<file path="config.mk">
export PLATFORM = sky130hd
export DESIGN_NAME = intersect_sched
export DESIGN_NICKNAME = d
export VERILOG_FILES = /design/src/rtl/sva_rtl_pkg.sv /design/src/rtl/attempt_slot.sv /design/src/rtl/intersect_sched.sv
export SDC_FILE = /design/constraint.sdc
export NUM_CORES = 1
export LEC_CHECK = 0
export ABC_AREA = 1
export CORE_MARGIN = 1
export CORE_UTILIZATION = 56
export CTS_BUF_LIST = sky130_fd_sc_hd__clkbuf_8 sky130_fd_sc_hd__clkbuf_16
export CTS_CLUSTER_DIAMETER = 200
export DETAILED_ROUTE_END_ITERATION = 8
export GPL_TIMING_DRIVEN = 1
export PLACE_DENSITY = 0.77
export SYNTH_ARGS = -nofsm -noshare
export SYNTH_HDL_FRONTEND = slang
export SYNTH_SLANG_ARGS = --single-unit
</file>
<file path="constraint.sdc">
create_clock -name clk -period 3.5 [get_ports clk]
set_clock_uncertainty 0.2 [all_clocks]
set_input_delay 0.7 -clock clk [delete_from_list [all_inputs] [get_ports clk]]
set_output_delay 0.7 -clock clk [all_outputs]
set_load 0.01 [all_outputs]
</file>
<file path="src/rtl/sva_rtl_pkg.sv">
// Shared types and helpers for the intersect scheduler.
// Slot state encoding and a saturating counter step.
package sva_rtl_pkg;

    typedef enum logic {
        IDLE   = 1'b0,
        ACTIVE = 1'b1
    } slot_state_t;

    function automatic logic [31:0] sat_inc(
        input logic [31:0] v,
        input int          w
    );
        logic [31:0] max_v;
        max_v = (w >= 32) ? 32'hFFFF_FFFF : ((32'd1 << w) - 32'd1);
        return (v == max_v) ? v : v + 32'd1;
    endfunction

endpackage

</file>
<file path="src/rtl/attempt_slot.sv">
// One window tracker: samples hit over WIN cycles from its start
// and signals done with a verdict in the last sampled cycle.
module attempt_slot
    import sva_rtl_pkg::*;
#(
    parameter int WIN = 5
) (
    input  logic clk,
    input  logic rst,
    input  logic start,
    input  logic hit,
    output logic active,
    output logic done,
    output logic verdict
);

    localparam int CW = $clog2(WIN + 1);

    slot_state_t   state;
    logic [CW-1:0] cnt;
    logic          flag;

    always_ff @(posedge clk or posedge rst) begin
        if (rst) begin
            state <= IDLE;
            cnt   <= '0;
            flag  <= 1'b0;
        end else begin
            unique case (state)
                IDLE: begin
                    // a one-cycle window completes without ever going active
                    if (start && WIN > 1) begin
                        state <= ACTIVE;
                        cnt   <= CW'(WIN - 1);
                        flag  <= hit;
                    end
                end
                ACTIVE: begin
                    flag <= flag | hit;
                    cnt  <= cnt - CW'(1);
                    if (cnt == CW'(1)) begin
                        state <= IDLE;
                        flag  <= 1'b0;
                    end
                end
            endcase
        end
    end

    always_comb begin
        active  = (state == ACTIVE);
        done    = (active && cnt == CW'(1))
                || (!active && start && WIN == 1);
        verdict = active ? (flag | hit) : hit;
    end

endmodule

</file>
<file path="src/rtl/intersect_sched.sv">
// Multi-slot window scheduler: allocates attempts to free slots,
// reports match/fail/overflow pulses and saturating statistics.
module intersect_sched
    import sva_rtl_pkg::*;
#(
    parameter int WIN     = 5,
    parameter int N_SLOTS = 4,
    parameter int CNT_W   = 16
) (
    input  logic             clk,
    input  logic             rst,
    input  logic             en,
    input  logic             signal_1,
    input  logic             signal_2,
    output logic             match,
    output logic             fail,
    output logic             overflow,
    output logic             busy,
    output logic [CNT_W-1:0] match_cnt,
    output logic [CNT_W-1:0] fail_cnt,
    output logic [CNT_W-1:0] drop_cnt
);

    logic [N_SLOTS-1:0] act;
    logic [N_SLOTS-1:0] grant;
    logic [N_SLOTS-1:0] done;
    logic [N_SLOTS-1:0] verd;
    logic               hit;
    logic               full;
    logic               found;
    logic               any_match;
    logic               any_fail;
    logic               drop;

    assign hit  = signal_1 & signal_2;
    assign full = &act;

    // lowest-index free slot, judged on registered state
    always_comb begin
        grant = '0;
        found = 1'b0;
        for (int i = 0; i < N_SLOTS; i++) begin
            if (!act[i] && !found) begin
                grant[i] = 1'b1;
                found    = 1'b1;
            end
        end
    end

    for (genvar g = 0; g < N_SLOTS; g++) begin : g_slot
        attempt_slot #(
            .WIN (WIN)
        ) u_slot (
            .clk     (clk),
            .rst     (rst),
            .start   (en & grant[g]),
            .hit     (hit),
            .active  (act[g]),
            .done    (done[g]),
            .verdict (verd[g])
        );
    end

    assign any_match = |(done & verd);
    assign any_fail  = |(done & ~verd);
    assign drop      = en & full;

    always_ff @(posedge clk or posedge rst) begin
        if (rst) begin
            match     <= 1'b0;
            fail      <= 1'b0;
            overflow  <= 1'b0;
            busy      <= 1'b0;
            match_cnt <= '0;
            fail_cnt  <= '0;
            drop_cnt  <= '0;
        end else begin
            match    <= any_match;
            fail     <= any_fail;
            overflow <= drop;
            // stays high through the verdict cycle of the last attempt
            busy     <= (|act) | (en & ~full);
            if (any_match)
                match_cnt <= CNT_W'(sat_inc(32'(match_cnt), CNT_W));
            if (any_fail)
                fail_cnt <= CNT_W'(sat_inc(32'(fail_cnt), CNT_W));
            if (drop)
                drop_cnt <= CNT_W'(sat_inc(32'(drop_cnt), CNT_W));
        end
    end

endmodule

</file>
==> impl_metrics.env, run 1 <==
export IMPL_finalSetupViolations=0
export IMPL_clock_path_buffers=2
export IMPL_min_path_cells=2
export IMPL_clock_latency_ns=0.34
export IMPL_tns_ns=0
export IMPL_syn_nets=599
export IMPL_ant_nets=0
export IMPL_critPathRequiredTime_ns=3.56
export IMPL_avgSynthCellArea_um2=7.34
export IMPL_crit_start="en"
export IMPL_synth_seq_cells=72
export IMPL_critPathArrivalTime_ns=2.40
export IMPL_cts_resized=0
export IMPL_cellPowerDensity_mw_per_mm2=590
export IMPL_syn_cell_area_mm2=0.00428
export IMPL_endpoint_kind="flip-flop"
export IMPL_cts_setup_buffers=0
export IMPL_vias=3771
export IMPL_yosys_cell_types_count=31
export IMPL_r2r_start="drop_cnt[0]"
export IMPL_grt_total_usage=0.235
export IMPL_post_drt_wl_per_cell_um=11.6
export IMPL_synth_top_area_frac=0.421
export IMPL_nets=658
export IMPL_synth_cells=583
export IMPL_max_cap_violations=0
export IMPL_slew_headroom=0.562
export IMPL_layout_drive_gt1_share=0.0744
export IMPL_ioPinCount=57
export IMPL_die_w_um=89.4
export IMPL_globalplace_congestion=0.876
export IMPL_min_period_ns=2.34
export IMPL_start_util=0.583
export IMPL_cp_max_fo=11
export IMPL_drt_pass1_iterations=5
export IMPL_total_leakage_power_nw=2.42
export IMPL_path_class="in2reg"
export IMPL_clockRootBuffer="clkbuf_8"
export IMPL_dp_hpwl_mm=6.38
export IMPL_r2r_cells=9
export IMPL_grt_pass1_vias=3356
export IMPL_fin_crit_sh=0.668
export IMPL_cts_htree_levels=3
export IMPL_hp_start="g_slot[1].u_slot.cnt[1]"
export IMPL_timing_fmax_ghz=0.428
export IMPL_grt_remaining_overflow=0
export IMPL_seq_area_frac_synth=0.421
export IMPL_hold_buffers=0
export IMPL_finalHoldViolations=0
export IMPL_clk_pin_slew_ns=0.07
export IMPL_synthTopCellsByArea="dfrtp_1, nand2_1, nor2_1, inv_1, nand3_1"
export IMPL_slew_viol_final=0
export IMPL_diodes=0
export IMPL_status="finished, final reports clean"
export IMPL_io_buffer_count=56
export IMPL_grt_pass1_wl_mm=14.5
export IMPL_synth_top_cell_by_area="dfrtp_1"
export IMPL_num_fill_cells=625
export IMPL_vdd_drop_max_mv=0.396
export IMPL_die_area_mm2=0.00799
export IMPL_drtIter0Drc=142
export IMPL_crit_top_cell="nand2_2"
export IMPL_core_area_mm2=0.00733
export IMPL_routed_wl_mm=8.64
export IMPL_worst_setup_path_start_kind="input pin"
export IMPL_grt_max_degree=43
export IMPL_async_reset_ff_frac=1.00
export IMPL_area_growth_pct=17.9
export IMPL_tightest_slew_ns=0.656
export IMPL_cp_slowest_stage_delay_ns=0.52
export IMPL_clock_sinks=72
export IMPL_row_count=31
export IMPL_synth_edf_count=0
export IMPL_antenna_found_initial=0
export IMPL_cts_made_buffers=9
export IMPL_hp_class="reg2reg"
export IMPL_rsz0062_at_grt="false"
export IMPL_slowest_stage="clkdlybuf4s50_1"
export IMPL_routed_via_density=5.07
export IMPL_utilization=0.688
export IMPL_path_cells="clkdlybuf4s50_1 > nand2_2 > clkinv_2 > nand2_4 > nor2_4 > nand2_2 > nor2_2 > buf_4 > nand2_1 > o21ai_0"
export IMPL_drc_errors=0
export IMPL_yosysWarningCount=0
export IMPL_cts_tree="done"
export IMPL_fp_dieH_um=89.4
export IMPL_synth_main_ff_cell="dfrtp_1"
[cells in the mapped netlist, types with 2 or more instances]
library cell / instances
xor2_1: 10
buf_6: 4
a22o_1: 3
nor3_1: 2
or2_2: 2
dfrtp_1: 72
nor2_1: 55
a32oi_1: 2
nand3_1: 38
o22ai_1: 2
nand4_1: 14
nor2_2: 7
buf_4: 4
xnor2_1: 15
nand2_2: 16
inv_1: 54
ha_1: 11
nor2_4: 3
nand2_1: 238
o21ai_0: 19
nand2_4: 2
[report_power, final]
group / internal, W / switching, W / total [W]
logic: 0.000475 / 0.000714 / 0.00119
registers: 0.00104 / 0.000202 / 0.00124
clock network: 0.000260 / 0.000284 / 0.000544
total: 0.00177 / 0.00120 / 0.00298
[metal layers]
layer | wire [um] | vias to the layer above | global-route usage
met4 | 91 | 0 | 0.0635
met2 | 4110 | 84 | 0.404
met3 | 348 | 9 | 0.0545
met1 | 4080 | 1744 | 0.299
met5 | 0 | - | 0
li1 | - | 1934 | -
[critical path, delay by kind of cell]
kind,cells,cell delay [ns]
AO/OA/AOI/OAI,1,0.07
AND/OR/NAND/NOR,6,0.74
buffers and inverters,3,0.88
[placed cells by master, fill, tap and decap left out, drive strengths merged, types with 3 or more instances in the layout]
| cell | netlist | layout |
|---|---|---|
| o21ai | 19 | 19 |
| clkinv | 2 | 3 |
| clkdlybuf4s50 | 0 | 56 |
| clkbuf | 0 | 10 |
| xnor2 | 15 | 15 |
| nand2 | 256 | 256 |
| nor3 | 3 | 3 |
| a22o | 3 | 3 |
| xor2 | 10 | 10 |
| nand3 | 38 | 38 |
| inv | 55 | 58 |
| dfrtp | 72 | 72 |
| ha | 11 | 11 |
| nand4 | 15 | 15 |
| nor2 | 65 | 65 |
[state kept, by name (all words and copies together), names as in the netlist]
name and flops:
match_cnt 16, fail 1, busy 1, match 1, g_slot.u_slot.cnt 12, g_slot.u_slot.active 4, fail_cnt 16, drop_cnt 16
overflow 1, g_slot.u_slot.flag 4
[per-stage QoR]
stage	hold slack, ns	setup slack, ns	instances	power [W]	area, um2
2_1_floorplan	0.253	0.775	583	0.00217	4280
3_3_place_gp	0.274	0.876	730	0.00240	4890
3_5_place_dp	0.274	0.794	730	0.00246	4890
4_1_cts	0.290	1.16	744	0.00301	5040
5_1_grt	0.306	0.984	744	0.00324	5040
6_report	0.288	1.16	744	0.00298	5040
[final timing paths]
kind | slack (ns) | endpoint
max | 1.16 | drop_cnt[10]
min | 0.29 | g_slot[1].u_slot.cnt[1]
max reg2reg | 1.41 | drop_cnt[10]
min reg2reg | 0.29 | g_slot[1].u_slot.cnt[1]
max in group asynchronous | 1.87 | g_slot[1].u_slot.active
min in group asynchronous | 0.57 | fail_cnt[5]
[final cells by class]
cell class / count / area, um2 / area share
clock buffer: 10 / 138 / 0.0273
clock inverter: 4 / 16.3 / 0.00323
inverter: 57 / 215 / 0.0427
multi-input combinational: 444 / 2160 / 0.428
sequential: 72 / 1800 / 0.357
tap: 99 / 124 / 0.0246
timing repair buffer: 58 / 588 / 0.117
[logic make-up after synthesis]
logic type,Yosys count,synth area share
compound gates,28,0.0383
xor+xnor,25,0.0512
fa+ha+maj,11,0.0322
buf+inv,67,0.0737
flops,72,0.421
simple gates,380,0.383
(Power assumes the default switching activity.)
==> run 2: changes to the inputs <==
--- a/config.mk
+++ b/config.mk
@@ -7,12 +7,12 @@
 export LEC_CHECK = 0
 export ABC_AREA = 1
 export CORE_MARGIN = 1
-export CORE_UTILIZATION = 56
+export CORE_UTILIZATION = 50
 export CTS_BUF_LIST = sky130_fd_sc_hd__clkbuf_8 sky130_fd_sc_hd__clkbuf_16
 export CTS_CLUSTER_DIAMETER = 200
 export DETAILED_ROUTE_END_ITERATION = 8
 export GPL_TIMING_DRIVEN = 1
-export PLACE_DENSITY = 0.77
+export PLACE_DENSITY = 0.72
 export SYNTH_ARGS = -nofsm -noshare
 export SYNTH_HDL_FRONTEND = slang
 export SYNTH_SLANG_ARGS = --single-unit
==> constraint.sdc (replaced) <==
create_clock -name clk -period 2.15 [get_ports clk]
set_clock_uncertainty 0.2 [all_clocks]
set_input_delay 0.43 -clock clk [delete_from_list [all_inputs] [get_ports clk]]
set_output_delay 0.43 -clock clk [all_outputs]
set_load 0.01 [all_outputs]
==> impl_metrics.env, run 2 (same netlist as run 1, synthesis figures left out) <==
export IMPL_status="finished, final reports clean"
export IMPL_ioPinCount=57
export IMPL_clock_latency_ns=0.34
export IMPL_die_w_um=94.5
export IMPL_power_total_w=0.00547
export IMPL_cp_slowest_stage_delay_ns=0.53
export IMPL_clock_sinks=72
export IMPL_tightest_slew_ns=0.382
export IMPL_routed_wl_mm=9.05
export IMPL_placed_area_mm2=0.00502
export IMPL_endpoint_kind="output pin"
export IMPL_slowest_stage="clkdlybuf4s50_1"
export IMPL_path_class="reg2out"
export IMPL_max_cap_violations=0
export IMPL_p_sw_w=0.00208
export IMPL_start_util=0.518
export IMPL_antenna_found_initial=0
export IMPL_worst_setup_path_start_kind="flip-flop"
export IMPL_worst_path_dominant_cell_family="buffers and inverters"
export IMPL_swShare=0.380
export IMPL_core_area_mm2=0.00826
export IMPL_grt_total_usage=0.232
export IMPL_dp_cells=747
export IMPL_row_count=33
export IMPL_clock_path_buffers=2
export IMPL_grt_max_degree=73
export IMPL_ant_nets=0
export IMPL_pwr_share_clk=0.229
export IMPL_critPathArrivalTime_ns=1.40
export IMPL_cellPowerDensity_mw_per_mm2=1040
export IMPL_slew_headroom=0.746
export IMPL_post_drt_wl_per_cell_um=11.9
export IMPL_timing_fmax_ghz=0.493
export IMPL_slew_viol_final=0
export IMPL_vdd_drop_max_mv=0.702
export IMPL_crit_cells=2
export IMPL_critPathRequiredTime_ns=1.52
export IMPL_reg_largest_list="drop_cnt x16, fail_cnt x16, match_cnt x16"
export IMPL_drtIter0Drc=102
export IMPL_grt_remaining_overflow=0
export IMPL_finalSetupViolations=0
export IMPL_rsz0062_at_grt="false"
export IMPL_path_cells="buf_4 > clkdlybuf4s50_1"
export IMPL_routed_via_density=4.98
export IMPL_cts_made_buffers=9
export IMPL_drc_errors=0
export IMPL_cts_tree="done"
export IMPL_die_area_mm2=0.00893
export IMPL_fin_crit_sh=0.943
export IMPL_cts_setup_buffers=0
export IMPL_total_leakage_power_nw=2.52
export IMPL_power_internal_w=0.00339
export IMPL_min_period_ns=2.03
export IMPL_area_growth_pct=22.8
export IMPL_min_path_cells=2
export IMPL_cts_resized=0
export IMPL_num_fill_cells=741
export IMPL_diodes=0
export IMPL_globalplace_congestion=0.866
export IMPL_io_buffer_count=56
export IMPL_layout_drive_gt1_share=0.0942
export IMPL_final_common_cell="nand2_1"
export IMPL_r2r_cells=7
export IMPL_hp_class="reg2reg"
export IMPL_drt_pass1_iterations=4
export IMPL_combPwrFrac=0.402
export IMPL_clk_pin_slew_ns=0.08
export IMPL_final_area_mm2=0.00525
export IMPL_seq_power_share=0.369
export IMPL_grt_pass1_wl_mm=16.4
export IMPL_fin_cells=763
export IMPL_dp_hpwl_mm=6.50
export IMPL_hold_buffers=0
export IMPL_clockRootBuffer="clkbuf_8"
export IMPL_fp_dieH_um=94.5
export IMPL_cts_htree_levels=3
export IMPL_vias=3797
export IMPL_nets=669
export IMPL_layout_common_cells="nand2_1, dfrtp_1, clkdlybuf4s50_1"
export IMPL_cp_max_fo=7
export IMPL_cp_num_buf_inv=2
export IMPL_finalHoldViolations=0
export IMPL_grt_pass1_vias=3765
-- run 2: final timing paths --
kind	endpoint	slack (ns)	from
max in group asynchronous	drop_cnt[4]	1.12	rst
worst min-delay path	g_slot[1].u_slot.cnt[1]	0.31	g_slot[1].u_slot.cnt[1]
worst max-delay path	fail_cnt[0]	0.12	fail_cnt[0]
worst max register to register	match_cnt[7]	0.23	match_cnt[0]
worst min register to register	g_slot[1].u_slot.cnt[1]	0.31	g_slot[1].u_slot.cnt[1]
min in group asynchronous	fail_cnt[0]	0.33	rst
-- run 2: tightest hold or removal path, stage by stage (launching register included) --
cell and delay, ns:
dfrtp_1 0.35, nand2_1 0.05, o21ai_0 0.07
-- run 2: power groups by stage --
stage          combinational [W]  clock (W)  sequential [W]
5_1_grt                  0.00251    0.00133         0.00207
6_report                 0.00220    0.00125         0.00202
3_3_place_gp             0.00214          0         0.00202
2_1_floorplan            0.00152          0         0.00201
4_1_cts                  0.00222    0.00127         0.00202
3_5_place_dp             0.00222          0         0.00204
-- run 2: cell type report --
| type | instances | area (um2) | area share |
|---|---|---|---|
| clock inverter | 4 | 67.6 | 0.0129 |
| sequential | 72 | 1800 | 0.343 |
| timing repair buffer | 69 | 708 | 0.135 |
| multi-input combinational | 444 | 2160 | 0.411 |
| inverter | 57 | 219 | 0.0417 |
| tap | 105 | 131 | 0.0250 |
| clock buffer | 12 | 165 | 0.0314 |
-- run 2: metrics by stage --
stage                     setup WS, ns  hold slack (ns)  setup TNS [ns]  utilization
after floorplan                  0.353            0.253               0            -
after global placement        -0.00754            0.269         -0.0578        0.608
after detailed placement      -0.00850            0.288         -0.0311        0.608
after CTS                        0.105            0.305               0        0.636
after global routing            0.0488            0.346               0        0.636
final                            0.124            0.310               0        0.636
-- run 2: metal layers --
metal	share of wire	routed length, um	GRT usage
met5	0	0	0
met4	0.013	114	0.0745
met3	0.028	255	0.0403
met2	0.49	4460	0.396
met1	0.47	4220	0.298
